$ cat config.mk
export PLATFORM = sky130hd
export DESIGN_NAME = multicycle_controller
export DESIGN_NICKNAME = d
export VERILOG_FILES = /design/src/rtl/multicycle_controller.sv
export SDC_FILE = /design/constraint.sdc
export NUM_CORES = 1
export LEC_CHECK = 0
export CORE_ASPECT_RATIO = 1.1
export CORE_UTILIZATION = 30
export CTS_CLUSTER_SIZE = 40
export DETAILED_ROUTE_END_ITERATION = 12
export GPL_ROUTABILITY_DRIVEN = 1
export PLACE_DENSITY = 0.71
export SYNTH_ARGS = -nofsm -noshare
export SYNTH_HDL_FRONTEND = slang
export SYNTH_SLANG_ARGS = --single-unit
$ cat constraint.sdc
create_clock -name clk -period 2.97 [get_ports clk]
set_input_delay 0.594 -clock clk [delete_from_list [all_inputs] [get_ports clk]]
set_output_delay 0.594 -clock clk [all_outputs]
set_load 0.05 [all_outputs]
$ cat src/rtl/multicycle_controller.sv
// Multicycle RV32I sequencing FSM with memory-ready handshake and bus timeout.
// Optional feature: define MC_BNE_EN to accept bne (branch funct3=001).
module multicycle_controller #(
    parameter int unsigned BUS_TIMEOUT = 15
) (
    input  logic       clk,
    input  logic       reset,
    input  logic [6:0] op,
    input  logic [2:0] funct3,
    input  logic       funct7b5,
    input  logic       Zero,
    input  logic       MemReady,
    output logic       PCWrite,
    output logic       AdrSrc,
    output logic       MemWrite,
    output logic       IRWrite,
    output logic [1:0] ResultSrc,
    output logic [1:0] ALUSrcA,
    output logic [1:0] ALUSrcB,
    output logic       RegWrite,
    output logic [1:0] ImmSrc,
    output logic [2:0] ALUControl,
    output logic       InstrDone,
    output logic       Error
);

    localparam int unsigned CNT_W   = $clog2(BUS_TIMEOUT + 1);
    localparam int unsigned STATE_W = 4;

    localparam logic [STATE_W-1:0] FETCH    = 4'd0;
    localparam logic [STATE_W-1:0] DECODE   = 4'd1;
    localparam logic [STATE_W-1:0] MEMADR   = 4'd2;
    localparam logic [STATE_W-1:0] MEMREAD  = 4'd3;
    localparam logic [STATE_W-1:0] MEMWB    = 4'd4;
    localparam logic [STATE_W-1:0] MEMWRITE = 4'd5;
    localparam logic [STATE_W-1:0] EXECUTER = 4'd6;
    localparam logic [STATE_W-1:0] EXECUTEI = 4'd7;
    localparam logic [STATE_W-1:0] ALUWB    = 4'd8;
    localparam logic [STATE_W-1:0] BRANCH   = 4'd9;
    localparam logic [STATE_W-1:0] JAL      = 4'd10;
    localparam logic [STATE_W-1:0] ERROR    = 4'd11;

    localparam logic [6:0] OP_LOAD   = 7'b0000011;
    localparam logic [6:0] OP_STORE  = 7'b0100011;
    localparam logic [6:0] OP_RTYPE  = 7'b0110011;
    localparam logic [6:0] OP_ITYPE  = 7'b0010011;
    localparam logic [6:0] OP_BRANCH = 7'b1100011;
    localparam logic [6:0] OP_JAL    = 7'b1101111;

    localparam logic [2:0] ALU_ADD = 3'b000;
    localparam logic [2:0] ALU_SUB = 3'b001;
    localparam logic [2:0] ALU_AND = 3'b010;
    localparam logic [2:0] ALU_OR  = 3'b011;
    localparam logic [2:0] ALU_SLT = 3'b101;

    logic [STATE_W-1:0] state;
    logic [STATE_W-1:0] state_next;
    logic [CNT_W-1:0]   wait_cnt;
    logic               wait_state;
    logic               timeout;
    logic [2:0]         alu_dec;
    logic               alu_legal;
    logic               br_legal;
    logic               pc_write_s;
    logic               mem_write_s;
    logic               ir_write_s;
    logic               reg_write_s;
    logic               done_s;

    // ALU operation decode for R/I-type arithmetic
    always_comb begin
        alu_dec   = ALU_ADD;
        alu_legal = 1'b1;
        case (funct3)
            3'b000:  alu_dec = (op[5] & funct7b5) ? ALU_SUB : ALU_ADD;
            3'b010:  alu_dec = ALU_SLT;
            3'b110:  alu_dec = ALU_OR;
            3'b111:  alu_dec = ALU_AND;
            default: alu_legal = 1'b0;
        endcase
    end

`ifdef MC_BNE_EN
    assign br_legal = (funct3 == 3'b000) || (funct3 == 3'b001);
`else
    assign br_legal = (funct3 == 3'b000);
`endif

    // Immediate format follows the opcode in every state
    always_comb begin
        ImmSrc = 2'b00;
        case (op)
            OP_STORE:  ImmSrc = 2'b01;
            OP_BRANCH: ImmSrc = 2'b10;
            OP_JAL:    ImmSrc = 2'b11;
            default:   ImmSrc = 2'b00;
        endcase
    end

    assign wait_state = (state == FETCH) || (state == MEMREAD) || (state == MEMWRITE);
    assign timeout    = wait_state && !MemReady && (wait_cnt == CNT_W'(BUS_TIMEOUT - 1));

    always_ff @(posedge clk or posedge reset) begin
        if (reset) begin
            state <= FETCH;
        end else begin
            state <= state_next;
        end
    end

    // Consecutive not-ready cycles spent in the current wait state
    always_ff @(posedge clk or posedge reset) begin
        if (reset) begin
            wait_cnt <= '0;
        end else if (!wait_state || MemReady || (state_next != state)) begin
            wait_cnt <= '0;
        end else begin
            wait_cnt <= wait_cnt + CNT_W'(1);
        end
    end

    always_comb begin
        state_next  = state;
        pc_write_s  = 1'b0;
        mem_write_s = 1'b0;
        ir_write_s  = 1'b0;
        reg_write_s = 1'b0;
        done_s      = 1'b0;
        AdrSrc      = 1'b0;
        ResultSrc   = 2'b00;
        ALUSrcA     = 2'b00;
        ALUSrcB     = 2'b00;
        ALUControl  = ALU_ADD;
        case (state)
            FETCH: begin
                ALUSrcB    = 2'b10;
                ResultSrc  = 2'b10;
                ir_write_s = MemReady;
                pc_write_s = MemReady;
                if (MemReady) begin
                    state_next = DECODE;
                end else if (timeout) begin
                    state_next = ERROR;
                end
            end
            DECODE: begin
                // Branch target lands in ALUOut for BRANCH/JAL
                ALUSrcA = 2'b01;
                ALUSrcB = 2'b01;
                case (op)
                    OP_LOAD, OP_STORE: state_next = MEMADR;
                    OP_RTYPE:  state_next = alu_legal ? EXECUTER : ERROR;
                    OP_ITYPE:  state_next = alu_legal ? EXECUTEI : ERROR;
                    OP_BRANCH: state_next = br_legal ? BRANCH : ERROR;
                    OP_JAL:    state_next = JAL;
                    default:   state_next = ERROR;
                endcase
            end
            MEMADR: begin
                ALUSrcA    = 2'b10;
                ALUSrcB    = 2'b01;
                state_next = (op == OP_LOAD) ? MEMREAD : MEMWRITE;
            end
            MEMREAD: begin
                AdrSrc = 1'b1;
                if (MemReady) begin
                    state_next = MEMWB;
                end else if (timeout) begin
                    state_next = ERROR;
                end
            end
            MEMWB: begin
                ResultSrc   = 2'b01;
                reg_write_s = 1'b1;
                done_s      = 1'b1;
                state_next  = FETCH;
            end
            MEMWRITE: begin
                AdrSrc      = 1'b1;
                mem_write_s = 1'b1;
                done_s      = MemReady;
                if (MemReady) begin
                    state_next = FETCH;
                end else if (timeout) begin
                    state_next = ERROR;
                end
            end
            EXECUTER: begin
                ALUSrcA    = 2'b10;
                ALUControl = alu_dec;
                state_next = ALUWB;
            end
            EXECUTEI: begin
                ALUSrcA    = 2'b10;
                ALUSrcB    = 2'b01;
                ALUControl = alu_dec;
                state_next = ALUWB;
            end
            ALUWB: begin
                reg_write_s = 1'b1;
                done_s      = 1'b1;
                state_next  = FETCH;
            end
            BRANCH: begin
                ALUSrcA    = 2'b10;
                ALUControl = ALU_SUB;
`ifdef MC_BNE_EN
                pc_write_s = (funct3 == 3'b001) ? ~Zero : Zero;
`else
                pc_write_s = Zero;
`endif
                done_s     = 1'b1;
                state_next = FETCH;
            end
            JAL: begin
                // PC takes the target in ALUOut while OldPC+4 is computed for rd
                ALUSrcA    = 2'b01;
                ALUSrcB    = 2'b10;
                pc_write_s = 1'b1;
                state_next = ALUWB;
            end
            ERROR: begin
                state_next = ERROR;
            end
            default: begin
                state_next = ERROR;
            end
        endcase
    end

    // Enables are held low for the whole time reset is asserted
    assign PCWrite   = pc_write_s  & ~reset;
    assign MemWrite  = mem_write_s & ~reset;
    assign IRWrite   = ir_write_s  & ~reset;
    assign RegWrite  = reg_write_s & ~reset;
    assign InstrDone = done_s      & ~reset;
    assign Error     = (state == ERROR);

endmodule

Word-level counts from Yosys, hierarchy flattened
Cells that the tools add are included.
- logic and storage cells: 78
- flip-flop bits (word level): 8
- bits of input ports: 15
- $add $sub $neg: 1
- equal/unequal tests: 22
- reduce and logical (&&, ||, !) cells: 21
- bitwise operators: 7
- multiplexer cells: 25
- operators with widths (cell ; number):
    two-way mux 4 bit ; 7
    one-hot mux 4 bit (7 select lines) ; 1
    == test 4 bit, second input constant ; 5
    one-hot mux 4 bit (5 select lines) ; 1
    == test 4 x 3 -> 1 bit, second input constant ; 4
    == test 7 x 6 -> 1 bit, second input constant ; 2
    == test 7 bit, second input constant ; 2
    one-hot mux 2 bit (2 select lines) ; 3
    one-hot mux 3 bit (4 select lines) ; 1
    OR reduction 2 bit ; 6
    OR reduction 3 bit ; 3
    == test 4 x 2 -> 1 bit, second input constant ; 2
    OR reduction 4 bit ; 2
    == test 7 x 2 -> 1 bit, second input constant ; 1
    == test 7 x 5 -> 1 bit, second input constant ; 1
    AND 1 bit ; 6
    == test 3 bit, second input constant ; 2
    two-way mux 1 bit ; 6
    one-hot mux 2 bit (3 select lines) ; 1
    one-hot mux 3 bit (2 select lines) ; 1
    adder 4 x 1 -> 4 bit, second input constant ; 1
    == test 4 x 1 -> 1 bit, second input constant ; 1
    zero test 4 bit ; 1
    logical OR 1 bit ; 4
    10 further kinds ; 12

Depth between registers and ports, before layout
- word-level depth: 11
- gate-level depth with buffers: 6
- mapped depth without buffers: 6

Worst setup path before layout
Ideal clock, no wire load.
- path type: register to output
- start point: register state[1]
- end point: output port RegWrite
- cell stages (with the launch flop): 4
- data arrival time: 3.182 ns
- slack: -0.806 ns
- cells stage by stage: dfrtp_1 > buf_2 > buf_2 > a2111oi_0
- longest elaborated chain between the ends: 4
- elaborated cells on any way between the ends: 5
- RTL lines (element ; RTL line ; source):
    start: declaration ; 56 ; logic [STATE_W-1:0] state;
    start signal: assignment ; 107 ; state <= state_next;
    == test 4 bit or == test 4 x 3 -> 1 bit (tied branches) ; 134 ; case (state)
    OR reduction 2 bit (no source line) * ; -- ;
    two-way mux 1 bit * ; 134 ;
    AND 1 bit * ; 235 ; assign RegWrite = reg_write_s & ~reset;
    end: declaration ; 20 ; output logic RegWrite,
Every way passes the cells marked *; elsewhere a longest branch is shown, timed or not.

Worst setup path in the final report
- start point: register state[2]
- end point: output port ResultSrc[0]
- longest elaborated chain between the ends: 2
- elaborated cells on any way between the ends: 3
- RTL lines (element ; RTL line ; source):
    == test 4 x 3 -> 1 bit or zero test 4 bit (tied branches) ; 134 ;
    one-hot mux 2 bit (2 select lines) * ; 134 ;
    end: declaration ; 17 ; output logic [1:0] ResultSrc,
Marks and branches as above.

==> parameters.txt <==
Parameter                              Value

Route
  Number of nets with antenna violations after detailed routing    0
  Detailed Routing Iterations Pass 1    4
  Final routed wirelength across all metal layers    2330 um
  Number of remaining DRC errors    0
  Iter 0 DRT Violations    19
  Via density per instance    5.40
  Post-detailed-route wirelength per cell    13.1 um
  Vias after detailed routing    961

Critical path
  Kind of start point of the critical path    flip-flop
  Worst EP required    2380 ps
  Critical Path End Type    output pin
  Worst path arrival time    2230 ps
  WS Path Type    reg -> out
  Maximum fanout along the worst path    19

STA
  Clk_skew    6.28 ps
  Part of the cycle the worst path needs    95.1%
  FMAX    354 MHz
  Unrepaired setup endpoints after global routing    false
  Slew margin rel.    62.2%
  Min setup slack post-route    144 ps
  Least-Margin Pin Slew    567 ps
  Tmin final    2830 ps
  Final number of max-transition violations    0
  Number of hold violations in the final report    0
  Number of failing setup endpoints in the final timing report    0
  Final-layout setup total negative slack    0 ps

Logic synthesis
  Count of distinct cell types in the synthesized netlist    45
  Number of cells produced by synthesis    116
  Portion of synthesized cell area occupied by the leading cell type    23.7%
  Library cell occupying the most area in the post-synthesis netlist    dfrtp_1
  Post-synth net total    133
  Number of warnings printed during yosys synthesis    0
  Combined area of all synthesized cells    846 um2
  Post-synth top flop    dfrtp_1
  EDFF count, synth    0
  Share of async-settable or async-resettable flops after synthesis    100%
  Share of the yosys chip area belonging to registers    23.7%
  Average size of a mapped cell    7.29 um2
  Number of synthesized register bits    8
  Cell types with the largest area share after synthesis    dfrtp_1, nor2_1, nor3_1

Floorplanning
  DIE HEIGHT    57.7 um
  I/O pin total    33
  Initial core utilization    32.6%
  Die outline width    52.6 um
  Placement row count    19
  Overall die area    0.00304 mm2
  Area of the core    0.00259 mm2

Flow run
  Number of max-cap violations    0

GRT
  Wire length of the first global-routing pass    3880 um
  Residual overflow from global routing    0
  Maximum number of pins on one net before global-route repair    20
  Initial antenna violation count    0
  Gr usage total    16.8%
  Via count of the first global-routing pass    882

Clock tree
  Master cell of the clock root buffer    clkbuf_4
  TritonCTS clock tree    yes
  # Post-CTS Setup Buffers    0
  Htree depth    1
  Maximum clock path buffer count    2
  Clock-pin slew on the worst setup and hold paths    60 ps
  Number of CTS-inserted buffers    3
  Num Clock Sinks    8
  Clock insertion delay at the later pin of the skew report    260 ps

Final layout
  Number of nets in the layout    166
  Most common cell after layout, fill and taps aside    clkdlybuf4s50_1
  Total area of multi-input combinational cells    601 um2
  Fraction of final layout cells with drive strength greater than 1    15.6%
  # fillers    251
  Most used cells in the layout excluding fill and tap cells    clkdlybuf4s50_1, nor2_1, nand2_1, nor3_1
  Number of diodes    0
  Finished Core Util    49.2%
  Synthesis-to-finish area growth    50.6%
  Register Area    201 um2
  Number of cells in the finished layout apart from fillers    178

Outcome
  Run status    completed

Pwr
  Total leakage power    0.522 nW
  Power per Cell Area    954 mW/mm2
  Post-layout total power    0.00122 W
  VDD IR-drop max    0.637 mV

Placed design
  Final estimated routing congestion in global placement    0.804
  Post-Place Setup Slack    365 ps
  Buffers on Ports    32
  Dpl cells    175
  Detailed placer's ending HPWL    1830 um

Hold path
  Classification of the worst-slack hold path    reg -> reg
==> worst max-delay path: stages (launching register included) <==
cell and delay (ps):
dfrtp_1 700, nand2b_1 240, nor3_1 200, clkdlybuf4s50_1 830
==> cells by family after synthesis <==
| kind of cell | count (synthesis) | share of synthesized area (%) |
|---|---|---|
| and+or+nand+nor | 61 | 38.2 |
| AOI/OAI and AO/OA | 29 | 23.7 |
| buffers and inverters | 11 | 6.21 |
| DFF | 8 | 23.7 |
| xor gates and xnor gates | 4 | 4.14 |
| adders and majority gates | 2 | 2.96 |
| muxes | 1 | 1.18 |
==> through the flow <==
stage          hold WS (ps)  cell area [um2]
6_report                480             1270
5_1_grt                 501             1270
4_1_cts                 484             1270
3_5_place_dp            477             1250
3_3_place_gp            468             1250
2_1_floorplan           415              853
==> cells in the mapped netlist, types with 2 or more instances <==
master    number
or3_1          2
nand2_1        9
ha_1           2
o21ai_0        5
and3_1         3
a31oi_1        2
inv_1          4
xnor2_1        2
nand2b_1       6
nor4_1         2
nor3_1         8
buf_2          3
nor2_1        13
o22ai_1        2
buf_1          2
xor2_1         2
nand4_1        2
a21oi_1        6
dfrtp_1        8
nor2b_1        4
nand3_1        5
==> sequential cells by signal, summed over array words and instances, names as in the netlist <==
| register | count |
|---|---|
| state | 4 |
| wait_cnt | 4 |
==> area by class of cell <==
| cell class | instances | share of cell area, % |
|---|---|---|
| Tap cell | 31 | 3.05 |
| Clock buffer | 3 | 1.77 |
| Inverter | 4 | 1.18 |
| Multi-Input combinational cell | 97 | 47.2 |
| Sequential cell | 8 | 15.8 |
| Timing Repair Buffer | 35 | 31.0 |
==> where the power goes <==
group / internal (W) / total, W / switching [W] / leakage, nW
clock: 0.0000463 / 0.0000835 / 0.0000373 / 0.0138
sequential: 0.000144 / 0.000248 / 0.000104 / 0.104
combinational: 0.000348 / 0.000885 / 0.000536 / 0.404
==> layer usage <==
metal | share of wire (%) | vias to the layer above | GRT usage, % | wire length (um)
met5 | 0 | - | 0 | 0
met4 | 1.3 | 0 | 6.77 | 30
met3 | 3.0 | 4 | 1.84 | 69
met2 | 50 | 18 | 26.8 | 1170
met1 | 45 | 451 | 23.0 | 1060
li1 | - | 488 | - | -
==> what timing repair did <==
item	CTS	global route
setup endpoints to repair	0	2
resized for setup	0	2
hold buffers	0	0
endpoints found under the hold margin	0	0
==> final timing paths <==
path	from	endpoint	slack, ps	cells past startpoint
worst max-delay path	state[2]$_DFF_PP0_	ResultSrc[0]	140	3
worst min-delay path	wait_cnt[0]$_DFF_PP0_	wait_cnt[0]$_DFF_PP0_	480	1
worst max register to register	state[3]$_DFF_PP0_	state[1]$_DFF_PP0_	1180	5
worst min register to register	wait_cnt[0]$_DFF_PP0_	wait_cnt[0]$_DFF_PP0_	480	1
max in group asynchronous	reset	state[0]$_DFF_PP0_	2070	3
min in group asynchronous	reset	state[0]$_DFF_PP0_	760	3
(Power assumes the default switching activity.)
==> variant, RTL diff (same settings) <==
Change the parameter `BUS_TIMEOUT` from 15 to 30.
--- a/src/rtl/multicycle_controller.sv
+++ b/src/rtl/multicycle_controller.sv
@@ -1,7 +1,7 @@
 // Multicycle RV32I sequencing FSM with memory-ready handshake and bus timeout.
 // Optional feature: define MC_BNE_EN to accept bne (branch funct3=001).
 module multicycle_controller #(
-    parameter int unsigned BUS_TIMEOUT = 15
+    parameter int unsigned BUS_TIMEOUT = 30
 ) (
     input  logic       clk,
     input  logic       reset,
Formal check against the unedited RTL: same outputs for any inputs over 10 cycles, from zero or initial values and one cycle with reset high; that may be too few to reach the edited logic, so the function may still have changed.
==> variant against the original RTL <==
Final area up 12%; setup slack improved by 10 ps; global-route usage shrank 0.83 points; critical path type unchanged; largest power group unchanged; synthesized area increased by 15%; power up 7.9%; sequential cell count up 1; routed wire length is 16% higher.
==> variant: results <==
[status]
run_status = "completed"

[layout]
layout-drive-gt1-share_pct = 16.88
multi_input_cells = 104
finalNetCount = 178
nNonClkInverters = 6
nonClkBufAreaFrac_pct = 28.52
fillers = 305
seq_area_um2 = 225.2
final-clk-cell-share_pct = 1.937
multi_input_area_share_pct = 49.12
final_core_utilization_pct = 46.24

[critical_path]
r2r-end = "wait_cnt[3]$_DFF_PP0_"
rrSetupSlack_ps = 830
r2r-start = "state[1]$_DFF_PP0_"

[place]
hpwl_um = 2116
dp.cells = 190
place.gp.congestion = 0.8050

[synthesis]
synth_mux_area_share_pct = 0
yosys-top-cells-area = "dfrtp_1 (23%), nor3_1 (5.2%), nor4_1 (5.2%)"
ys_seq_area_share_pct = 23.23
syn_inst = 128
synthTopCellsByCount = "nor2_1 (12), nor3_1 (10), dfrtp_1 (9), nand2_1 (9), nor4_1 (8)"
synth_compound_area_share_pct = 21.68
synth_fa_ha_area_share_pct = 3.613
syn_nets = 145
synthXorXnorAreaFrac_pct = 6.323

[sta]
hold_ws_ps = 500.2
slew_headroom_pct = 56.67

[clock_network]
clock-sinks = 9
post_cts_buffers = 0

[routing]
routedWlPerCell_um = 13.92
wl_um = 2701
wl_met1_um = 1271
wl_met3_um = 89
highest_layer = "met4"
wl_met2_um = 1308

[grt]
grt_max_degree = 19
gr-usage-met3_pct = 2.521
use_met1_pct = 21.73
grt_use_met2_pct = 26.36
grtUsageTotal_pct = 15.99
grt_pass1_vias = 930

[power_and_ir_drop]
peakVddDrop_v = 0.0006739
cellLeakagePower_nw = 0.5564
switchingPower_mw = 0.7257

[die]
rows = 21
==> variant: cell types whose count changed in the layout (fill, tap and decap cells not counted), moves of 2 or more <==
cell and delta:
xor2_1 +2, inv_1 +2, a211oi_1 +2, a21oi_1 -2
nor3b_1 +2, or3_4 +2, nor3_1 +2, and3_1 -3
nand2b_1 -3, and3b_1 +3, buf_4 +3, nor4_1 +5
dfrtp_1 +2
==> variant: power by group through the flow <==
stage	Clock (mW)	Combinational, mW	Sequential [mW]
after detailed placement	0	0.973	0.239
after CTS	0.0989	0.976	0.236
after floorplan	0	0.733	0.185
after global routing	0.103	1.05	0.248
after global placement	0	0.961	0.237
final	0.0949	0.979	0.238
==> variant: worst max-delay path by stage <==
stage                          to  slack (ps)
floorplan           ALUControl[0]         110
global placement        ImmSrc[0]         460
detailed placement      ImmSrc[0]         400
CTS                    ALUSrcA[1]         160
global route           ALUSrcA[1]          60
finish                 ALUSrcA[1]         150
